[src/rtl/eth_pcs_pkg.sv]
// Shared 10G PCS RX definitions: sync header encodings, lock FSM states, default limits.
package eth_pcs_pkg;

  localparam int unsigned W_SYNC          = 2;
  localparam logic [W_SYNC-1:0] SYNC_DATA = 2'b01;
  localparam logic [W_SYNC-1:0] SYNC_CTRL = 2'b10;

  localparam int unsigned SH_WINDOW_DEF   = 64;
  localparam int unsigned SH_BAD_MAX_DEF  = 16;
  localparam int unsigned SLIP_WAIT_DEF   = 4;
  localparam int unsigned BER_WINDOW_DEF  = 19531;
  localparam int unsigned HI_BER_BAD      = 16;

  typedef enum logic [1:0] {
    ST_RESET_CNT,
    ST_TEST,
    ST_SLIP,
    ST_SLIP_WAIT
  } lock_state_t;

  function automatic logic sync_hdr_ok(input logic [W_SYNC-1:0] hdr);
    return (hdr == SYNC_DATA) || (hdr == SYNC_CTRL);
  endfunction

endpackage

[src/rtl/eth_pcs_rx_block_lock_if.sv]
// Gearbox <-> block-lock link: header stream in, slip request and status flags out.
interface eth_pcs_rx_block_lock_if
  import eth_pcs_pkg::*;
();

  logic              i_clk_en;
  logic              i_hdr_valid;
  logic [W_SYNC-1:0] i_hdr;
  logic              o_slip;
  logic              o_block_lock;
  logic              o_hi_ber;

  modport master (
    output i_clk_en,
    output i_hdr_valid,
    output i_hdr,
    input  o_slip,
    input  o_block_lock,
    input  o_hi_ber
  );

  modport slave (
    input  i_clk_en,
    input  i_hdr_valid,
    input  i_hdr,
    output o_slip,
    output o_block_lock,
    output o_hi_ber
  );

endinterface

[src/rtl/eth_pcs_rx_ber_mon.sv]
// Hi-BER monitor: counts invalid sync headers over fixed header windows while block lock holds.
module eth_pcs_rx_ber_mon
  import eth_pcs_pkg::*;
#(
  parameter int unsigned BER_WINDOW = BER_WINDOW_DEF
) (
  input  logic i_clk,
  input  logic i_reset_n,
  input  logic i_qual,
  input  logic i_hdr_ok,
  input  logic i_block_lock,
  output logic o_hi_ber
);

  localparam int unsigned WW = $clog2(BER_WINDOW + 1);
  localparam logic [WW-1:0] WIN_LIM = WW'(BER_WINDOW);
  localparam logic [4:0]    BAD_LIM = 5'(HI_BER_BAD);

  logic [WW-1:0] r_win_cnt;
  logic [4:0]    r_bad_cnt;
  logic          r_hi_ber;

  logic [WW-1:0] w_win_inc;
  logic [4:0]    w_bad_nxt;
  logic          w_bad_hit;

  assign w_win_inc = r_win_cnt + WW'(1);
  assign w_bad_nxt = (!i_hdr_ok && (r_bad_cnt != BAD_LIM)) ? r_bad_cnt + 5'd1 : r_bad_cnt;
  assign w_bad_hit = (w_bad_nxt == BAD_LIM);

  always_ff @(posedge i_clk or negedge i_reset_n) begin
    if (!i_reset_n) begin
      r_win_cnt <= '0;
      r_bad_cnt <= '0;
      r_hi_ber  <= 1'b0;
    end else if (!i_block_lock) begin
      r_win_cnt <= '0;
      r_bad_cnt <= '0;
      r_hi_ber  <= 1'b0;
    end else if (i_qual) begin
      if (w_win_inc == WIN_LIM) begin
        // window boundary: flag reflects whether this window reached the limit
        r_win_cnt <= '0;
        r_bad_cnt <= '0;
        r_hi_ber  <= w_bad_hit;
      end else begin
        r_win_cnt <= w_win_inc;
        r_bad_cnt <= w_bad_nxt;
        if (w_bad_hit) r_hi_ber <= 1'b1;
      end
    end
  end

  assign o_hi_ber = r_hi_ber;

endmodule

[src/rtl/eth_pcs_rx_block_lock.sv]
// 66b block-lock FSM with gearbox slip control. Hi-BER monitor built only with ETH_PCS_RX_HI_BER_EN.
module eth_pcs_rx_block_lock
  import eth_pcs_pkg::*;
#(
`ifdef ETH_PCS_RX_HI_BER_EN
  parameter int unsigned BER_WINDOW = BER_WINDOW_DEF,
`endif
  parameter int unsigned SH_WINDOW  = SH_WINDOW_DEF,
  parameter int unsigned SH_BAD_MAX = SH_BAD_MAX_DEF,
  parameter int unsigned SLIP_WAIT  = SLIP_WAIT_DEF
) (
  input  logic                    i_clk,
  input  logic                    i_reset_n,
  eth_pcs_rx_block_lock_if.slave  bus
);

  localparam int unsigned WAIT_W   = (SLIP_WAIT > 1) ? $clog2(SLIP_WAIT + 1) : 1;
  localparam logic [6:0]        SH_LIM   = 7'(SH_WINDOW);
  localparam logic [4:0]        BAD_LIM  = 5'(SH_BAD_MAX);
  localparam logic [WAIT_W-1:0] WAIT_LIM = WAIT_W'(SLIP_WAIT);

  lock_state_t       r_state,    w_state_nxt;
  logic [6:0]        r_sh_cnt,   w_sh_nxt;
  logic [4:0]        r_bad_cnt,  w_bad_nxt;
  logic [WAIT_W-1:0] r_wait_cnt, w_wait_nxt;
  logic              r_slip,     w_slip_nxt;
  logic              r_lock,     w_lock_nxt;

  logic              w_qual;
  logic              w_hdr_ok;
  logic [6:0]        w_sh_inc;
  logic [4:0]        w_bad_inc;
  logic [WAIT_W-1:0] w_wait_inc;

  assign w_qual     = bus.i_clk_en & bus.i_hdr_valid;
  assign w_hdr_ok   = sync_hdr_ok(bus.i_hdr);
  assign w_sh_inc   = (r_sh_cnt   == SH_LIM)   ? r_sh_cnt   : r_sh_cnt + 7'd1;
  assign w_bad_inc  = (r_bad_cnt  == BAD_LIM)  ? r_bad_cnt  : r_bad_cnt + 5'd1;
  assign w_wait_inc = (r_wait_cnt == WAIT_LIM) ? r_wait_cnt : r_wait_cnt + WAIT_W'(1);

  always_ff @(posedge i_clk or negedge i_reset_n) begin
    if (!i_reset_n) begin
      r_state    <= ST_RESET_CNT;
      r_sh_cnt   <= '0;
      r_bad_cnt  <= '0;
      r_wait_cnt <= '0;
      r_slip     <= 1'b0;
      r_lock     <= 1'b0;
    end else begin
      r_state    <= w_state_nxt;
      r_sh_cnt   <= w_sh_nxt;
      r_bad_cnt  <= w_bad_nxt;
      r_wait_cnt <= w_wait_nxt;
      r_slip     <= w_slip_nxt;
      r_lock     <= w_lock_nxt;
    end
  end

  always_comb begin
    w_state_nxt = r_state;
    w_sh_nxt    = r_sh_cnt;
    w_bad_nxt   = r_bad_cnt;
    w_wait_nxt  = r_wait_cnt;
    w_slip_nxt  = 1'b0;
    w_lock_nxt  = r_lock;

    unique case (r_state)
      ST_RESET_CNT: begin
        w_sh_nxt    = '0;
        w_bad_nxt   = '0;
        w_state_nxt = ST_TEST;
      end

      ST_TEST: begin
        if (w_qual) begin
          w_sh_nxt  = w_sh_inc;
          w_bad_nxt = w_hdr_ok ? r_bad_cnt : w_bad_inc;
          // bad-count check precedes the window check so it wins on a shared header
          if (!w_hdr_ok && !r_lock) begin
            w_slip_nxt  = 1'b1;
            w_state_nxt = ST_SLIP;
          end else if (r_lock && (w_bad_nxt == BAD_LIM)) begin
            w_lock_nxt  = 1'b0;
            w_slip_nxt  = 1'b1;
            w_state_nxt = ST_SLIP;
          end else if (w_sh_nxt == SH_LIM) begin
            if (w_bad_nxt == '0) w_lock_nxt = 1'b1;
            w_state_nxt = ST_RESET_CNT;
          end
        end
      end

      ST_SLIP: begin
        w_wait_nxt  = '0;
        w_state_nxt = ST_SLIP_WAIT;
      end

      ST_SLIP_WAIT: begin
        if (w_qual) begin
          w_wait_nxt = w_wait_inc;
          if (w_wait_inc >= WAIT_LIM) w_state_nxt = ST_RESET_CNT;
        end
      end

      default: w_state_nxt = ST_RESET_CNT;
    endcase
  end

  assign bus.o_slip       = r_slip;
  assign bus.o_block_lock = r_lock;

`ifdef ETH_PCS_RX_HI_BER_EN
  eth_pcs_rx_ber_mon #(
    .BER_WINDOW (BER_WINDOW)
  ) u_ber_mon (
    .i_clk        (i_clk),
    .i_reset_n    (i_reset_n),
    .i_qual       (w_qual),
    .i_hdr_ok     (w_hdr_ok),
    .i_block_lock (r_lock),
    .o_hi_ber     (bus.o_hi_ber)
  );
`else
  assign bus.o_hi_ber = 1'b0;
`endif

endmodule
[src/flat_wrapper.sv]
// flat-port wrapper written by rule: the top's interface ports become plain ports
module eth_pcs_rx_block_lock_flat import eth_pcs_pkg::*;
#(

  parameter int unsigned SH_WINDOW  = SH_WINDOW_DEF,
  parameter int unsigned SH_BAD_MAX = SH_BAD_MAX_DEF,
  parameter int unsigned SLIP_WAIT  = SLIP_WAIT_DEF
)
  (i_clk, i_reset_n, bus_i_clk_en, bus_i_hdr_valid, bus_i_hdr, bus_o_slip, bus_o_block_lock, bus_o_hi_ber);
  eth_pcs_rx_block_lock_if bus_i ();
  input  logic i_clk;
  input  logic i_reset_n;
  input wire logic [$bits(bus_i.i_clk_en)-1:0] bus_i_clk_en;
  input wire logic [$bits(bus_i.i_hdr_valid)-1:0] bus_i_hdr_valid;
  input wire logic [$bits(bus_i.i_hdr)-1:0] bus_i_hdr;
  output wire logic [$bits(bus_i.o_slip)-1:0] bus_o_slip;
  output wire logic [$bits(bus_i.o_block_lock)-1:0] bus_o_block_lock;
  output wire logic [$bits(bus_i.o_hi_ber)-1:0] bus_o_hi_ber;
  assign bus_i.i_clk_en = bus_i_clk_en;
  assign bus_i.i_hdr_valid = bus_i_hdr_valid;
  assign bus_i.i_hdr = bus_i_hdr;
  assign bus_o_slip = bus_i.o_slip;
  assign bus_o_block_lock = bus_i.o_block_lock;
  assign bus_o_hi_ber = bus_i.o_hi_ber;
  eth_pcs_rx_block_lock #(.SH_WINDOW(SH_WINDOW), .SH_BAD_MAX(SH_BAD_MAX), .SLIP_WAIT(SLIP_WAIT)) u_core (.i_clk(i_clk), .i_reset_n(i_reset_n), .bus(bus_i));
endmodule
[config.mk]
export PLATFORM = sky130hd
export DESIGN_NAME = eth_pcs_rx_block_lock_flat
export DESIGN_NICKNAME = d
export VERILOG_FILES = /design/src/rtl/eth_pcs_pkg.sv /design/src/rtl/eth_pcs_rx_block_lock_if.sv /design/src/rtl/eth_pcs_rx_ber_mon.sv /design/src/rtl/eth_pcs_rx_block_lock.sv /design/src/flat_wrapper.sv
export SDC_FILE = /design/constraint.sdc
export NUM_CORES = 1
export LEC_CHECK = 0
export BUFFER_PORTS_ARGS = -buffer_cell sky130_fd_sc_hd__buf_2
export CAP_MARGIN = 40
export CORE_MARGIN = 2
export CORE_UTILIZATION = 46
export CTS_CLUSTER_SIZE = 10
export DETAILED_ROUTE_END_ITERATION = 8
export GPL_TIMING_DRIVEN = 0
export RECOVER_POWER = 50
export REMOVE_ABC_BUFFERS = 1
export SYNTH_ARGS = -nofsm -noshare
export SYNTH_HDL_FRONTEND = slang
export SYNTH_SLANG_ARGS = --single-unit
[constraint.sdc]
create_clock -name i_clk -period 2.4 [get_ports i_clk]
set_input_delay 0.72 -clock i_clk [delete_from_list [all_inputs] [get_ports i_clk]]
set_output_delay 0.72 -clock i_clk [all_outputs]
set_load 0.03 [all_outputs]
After elaboration in Yosys (flattened, before gate mapping)

Cells that the tools add are included.

Register bits after elaboration: 19
Bits of input ports: 6
Output and inout bits: 3

$add $sub $neg: 3
$lt $le $gt $ge: 1
Eq/ne operators: 14
Muxes and demuxes: 24
Bitwise operators: 2
Reductions and logical operators: 15

Operators with widths:

| kind                  | count |
|---|---|
| $mux W5               | 3 |
| $eq A7 B7 Y1 const B  | 2 |
| $mux W7               | 2 |
| $pmux W7 S2           | 1 |
| $mux W2               | 6 |
| $eq A5 B5 Y1 const B  | 2 |
| $pmux W5 S2           | 1 |
| $pmux W2 S4           | 1 |
| $reduce_bool A2 Y1    | 4 |
| $add A7 B1 Y7 const B | 1 |
| $mux W1               | 7 |
| $eq A2 B2 Y1 const B  | 3 |
| $mux W3               | 2 |
| $ne A2 B1 Y1 const B  | 3 |
| $pmux W3 S2           | 1 |
| $add A5 B1 Y5 const B | 1 |
| $logic_not A5 Y1      | 1 |
| $reduce_and A5 Y1     | 1 |
| $eq A2 B1 Y1 const B  | 2 |
| $ne A4 B1 Y1 const B  | 1 |
| $reduce_and A2 Y1     | 2 |
| $reduce_and A4 Y1     | 1 |
| $add A3 B1 Y3 const B | 1 |
| $eq A3 B3 Y1 const B  | 1 |
| other kinds (7)       | 9 |

Logic depth before layout (Yosys ltp)

Depth in word-level cells: 9
Gate-level depth with buffers: 8
Depth with buffers taken out: 7

Worst setup path after synthesis

OpenSTA, ideal clock, no wires.

Path type: input to register
Start point: input bus_i_hdr[1]
End point: register u_core.r_state[0]
Arrival: 1.890 ns
Data required time: 2.280 ns
Path slack: 0.390 ns
Cell stages on the path: 5
Cells stage by stage: xor2_2 -> mux2_2 -> o22ai_1 -> a41oi_2 -> a31o_1

Longest elaborated chain between the ends: 9
Elaborated cells on any way between the ends: 14
Those cells by class: eq/ne: 4; mux: 5; reduce/logical: 5

Ends and longest elaborated chain:

| item                                         | RTL line                    | source |
|---|---|---|
| from (decl)                                  | flat_wrapper.sv:15          | `input wire logic [$bits(bus_i.i_hdr)-1:0] bus_i_hdr;` |
| $eq A2 B1 Y1 or $eq A2 B2 Y1 (tied branches) | eth_pcs_pkg.sv:22           | `return (hdr == SYNC_DATA) \|\| (hdr == SYNC_CTRL);` |
| $logic_or A1 B1 Y1 (*)                       | eth_pcs_pkg.sv:22           |  |
| $mux W5                                      | eth_pcs_rx_block_lock.sv:77 | `w_bad_nxt = w_hdr_ok ? r_bad_cnt : w_bad_inc;` |
| $eq A5 B5 Y1                                 | eth_pcs_rx_block_lock.sv:82 | `end else if (r_lock && (w_bad_nxt == BAD_LIM)) begin` |
| $logic_and A1 B1 Y1                          | eth_pcs_rx_block_lock.sv:82 |  |
| $mux W2                                      | eth_pcs_rx_block_lock.sv:82 |  |
| $mux W2                                      | eth_pcs_rx_block_lock.sv:79 | `if (!w_hdr_ok && !r_lock) begin` |
| $mux W2                                      | eth_pcs_rx_block_lock.sv:75 | `if (w_qual) begin` |
| $pmux W2 S4                                  | eth_pcs_rx_block_lock.sv:67 | `unique case (r_state)` |
| to (signal assigned)                         | eth_pcs_rx_block_lock.sv:50 | `r_state <= w_state_nxt;` |
| to (decl)                                    | eth_pcs_rx_block_lock.sv:22 | `lock_state_t r_state, w_state_nxt;` |

Mark *: on every way between the ends. The rest lies on a longest branch, timed or not. The select of a mux whose other input is x is not followed.
A chain may end at the register's enable or synchronous reset.

Worst setup path after layout

Start point: register u_core.r_sh_cnt[1]
End point: register u_core.r_state[0]

Longest elaborated chain between the ends: 5
Elaborated cells on any way between the ends: 6
Those cells by class: add/sub: 1; eq/ne: 3; mux: 1; reduce/logical: 1

Ends and longest elaborated chain:

| item                                          | RTL line                    | source |
|---|---|---|
| from (decl)                                   | eth_pcs_rx_block_lock.sv:23 | `logic [6:0] r_sh_cnt, w_sh_nxt;` |
| from (signal assigned)                        | eth_pcs_rx_block_lock.sv:51 | `r_sh_cnt <= w_sh_nxt;` |
| $add A7 B1 Y7 or $eq A7 B7 Y1 (tied branches) | eth_pcs_rx_block_lock.sv:37 | `assign w_sh_inc = (r_sh_cnt == SH_LIM) ? r_sh_cnt : r_sh_cnt + 7'd1;` |
| $mux W7 (*)                                   | eth_pcs_rx_block_lock.sv:37 |  |
| $eq A7 B7 Y1 (*)                              | eth_pcs_rx_block_lock.sv:86 | `end else if (w_sh_nxt == SH_LIM) begin` |
| $ne A4 B1 Y1 (no source line) (*)             | --                          |  |
| $reduce_and A4 Y1 (no source line) (*)        | --                          |  |

Mark *: on every way between the ends. The rest lies on a longest branch, timed or not.

==> flow_summary_export.csv <==
group,metric,value,unit
run_status,status,"complete, no violations",
routing,vias_per_cell,6.05,
clocking,cts_max_level,1,
layout,diodes,0,
global_routing,grt_overflow_total,0,
yosys,netlist_instances,147,
clocking,root_buffer,"clkbuf_4",
critical_path,arrival,2260,ps
clocking,ctsHoldBuffers,0,
yosys,synth_seq_cells,19,
yosys,ys_warn_count,0,
place,io_buffers,7,
routing,antenna_left,0,
floorplan,die_w,56.4,µm
floorplan,die_h,56.4,µm
yosys,synth_compound_area_share,23.3,%
critical_path,end_kind,"register",
power,ir_drop,0.514,mV
critical_path,crit_path_cell_trace,"ha_1, and3_2, nand3_2, a2111oi_2, o22ai_1, a31o_1",
power,p_leak,0.575,nW
yosys,synth_xor_area_share,3.37,%
layout,finish.net_count,166,
critical_path,crit_type,"register to register",
critical_path,start_kind,"register",
sta,hold_slack,567,ps
yosys,synth.distinct_cells,40,
yosys,synth_top_cell_by_area,"dfrtp_1",
global_routing,antenna_found_initial,0,
sta,rsz0062_at_grt,"no",
place,dp_hpwl,1820,µm
layout,syn_to_final_growth,5.85,%
sta,period_share,86.0,%
yosys,synth_edf_count,0,
yosys,synthMuxAreaShare,3.37,%
routing,routed_wl,2500,µm
critical_path,worst-path-max-fanout,7,
layout,stdcell_area,1340,µm²
place,place_congestion,0.885,
sta,clock.fmax,484,MHz
routing,drtIter0Drc,31,
clocking,clk_path_buf_depth,2,
sta,skew,1.98,ps
sta,tns,0,ps
clocking,cts_tree,"built",
critical_path,reg2reg_setup_slack,340,ps
power,power.density,809,nW/µm²
layout,layout_commonest_cell,"o21ai_0",
place,dpl_cell_area,1310,µm²
clocking,insertion_delay,290,ps
global_routing,grt_start_max_net_pins,20,
critical_path,crit_buf_inv,0,
critical_path,crit_start,"u_core.r_sh_cnt[1]",
critical_path,r2r-start,"u_core.r_sh_cnt[1]",
yosys,synth_top_family_by_area,"compound AO/OA/AOI/OAI gates",
hold_path,hp-class,"input pin to asynchronous set/reset pin",
floorplan,start_util,49.6,%
critical_path,critPathTopFamily,"compound AO/OA/AOI/OAI gates",
critical_path,max_stage_delay,480,ps
yosys,avgSynthCellArea,8.58,µm²
run,cap_viol_max_count,0,
yosys,yosysTopAreaCellShare,37.7,%
yosys,synth_ff_type,"dfrtp_1",
critical_path,cp_num_cells,6,
sta,layout_min_cycle_time,2060,ps
routing,drc,0,
critical_path,worst_path_max_delay_cell,"dfrtp_1",
routing,route.detailed.wl_per_inst,13.7,µm
floorplan,dieArea,3180,µm²
clocking,numCtsBuffers,3,
power,p_total,0.00108,W
global_routing,grt_pass1_wl,4280,µm
layout,postLayoutCoreUtil,52.5,%
sta,max-slew-margin-rel,31.5,%
sta,final-hold-violation-count,0,
clocking,cts_setup_buffers,0,
layout,mostFrequentLayoutCells,"o21ai_0 (22), nand2_1 (21), dfrtp_1 (19), nor2_1 (11), inv_1 (9)",
layout,fillers,248,
yosys,ys_seq_area_share,37.7,%
layout,drive_above_1_share,13.1,%
global_routing,track_usage,16.8,%
routing,route.vias.total,1107,
clocking,clk_pin_slew,110,ps
yosys,synthAdderAreaFrac,5.95,%
routing,drt-pass1-iter-count,4,
sta,setup_violations,0,
yosys,netlist_area,1260,µm²
floorplan,ios,9,
yosys,synthSimpleGateAreaFrac,21.4,%
floorplan,rows,18,
clocking,cts_sinks,19,
sta,worst_slew_pin_slew,1030,ps
global_routing,grt_pass1_vias,1007,
clocking,post_cts_resized,0,
sta,slew_viol_final,0,
floorplan,core_area,2540,µm²
yosys,synth.area.top_cells,"dfrtp_1 (38%), o21ai_0 (8.7%), nand2_1 (6.3%)",
critical_path,reg2regPathDepth,6,
yosys,async_flop_share,100,%
critical_path,worst_ep_required_time,2590,ps
power by group:
part | internal, W | total [W] | switching, W
Combinational | 0.000170 | 0.000416 | 0.000246
Clock | 0.0000646 | 0.000165 | 0.000100
Sequential | 0.000393 | 0.000499 | 0.000106
metal layers:
layer  part of all wire [%]  up-vias  wire length [µm]  track usage (%)
li1                       -      539                 -                -
met1                     46      551              1140             21.2
met2                     51       15              1270             29.4
met3                    2.8        2                70             2.30
met4                   0.76        0                19             5.44
met5                      0        -                 0                0
synth_stat cells, types with 2 or more instances:
| master | n |
|---|---|
| a21o_1 | 2 |
| a21oi_1 | 6 |
| a41oi_1 | 2 |
| and3_2 | 2 |
| and4_1 | 2 |
| clkbuf_1 | 3 |
| dfrtp_1 | 19 |
| ha_1 | 6 |
| inv_1 | 9 |
| mux2_2 | 2 |
| mux2i_1 | 2 |
| nand2_1 | 21 |
| nand2b_1 | 2 |
| nand3_1 | 5 |
| nand4_1 | 2 |
| nor2_1 | 11 |
| nor3_1 | 4 |
| o21ai_0 | 22 |
| o22ai_1 | 2 |
| o31ai_1 | 2 |
| xor2_1 | 2 |
layout make-up:
cell class | count | area, µm² | area share, %
tap | 30 | 37.5 | 2.81
inverter | 9 | 33.8 | 2.53
clock buffer | 4 | 26.3 | 1.97
sequential | 19 | 475 | 35.6
timing repair buffer | 7 | 33.8 | 2.53
multi-input combinational | 114 | 728 | 54.5
state kept, by name, summed over array words and instances, names as in the netlist, named ones only:
| name | count |
|---|---|
| u_core.bus.o_block_lock | 1 |
| u_core.bus.o_slip | 1 |
| u_core.r_bad_cnt | 5 |
| u_core.r_sh_cnt | 7 |
| u_core.r_state | 1 |
| u_core.r_wait_cnt | 3 |
kinds of logic after synthesis:
kind of cell / after synthesis
XOR/XNOR: 4
multiplexers: 4
buffers and inverters: 14
other: 1
AND/OR/NAND/NOR: 54
adder cells (fa/ha/maj): 6
AO/OA/AOI/OAI: 45
flip-flops: 19
stage by stage:
step | std cells | worst slack (ps)
floorplan | 142 | 390
global placement | 179 | 96.1
detailed placement | 179 | 76.2
CTS | 183 | 343
global route | 183 | 180
finish | 183 | 335
worst reg2reg max path, cell delays in order (launching register included):
cell and delay [ps]:
dfrtp_1 480, ha_1 320, and3_2 270, nand3_2 90, a2111oi_2 380, o22ai_1 190
a31o_1 240
final timing paths:
| check | endpoint |
|---|---|
| setup / recovery | u_core.r_state[0] |
| hold / removal | u_core.r_sh_cnt[6] |
| setup reg to reg | u_core.r_state[0] |
| hold reg to reg | u_core.r_bad_cnt[4] |
| max in group asynchronous | u_core.r_state[0] |
| min in group i_clk | u_core.r_bad_cnt[4] |
No activity file was read; power rests on OpenSTA's default activity.
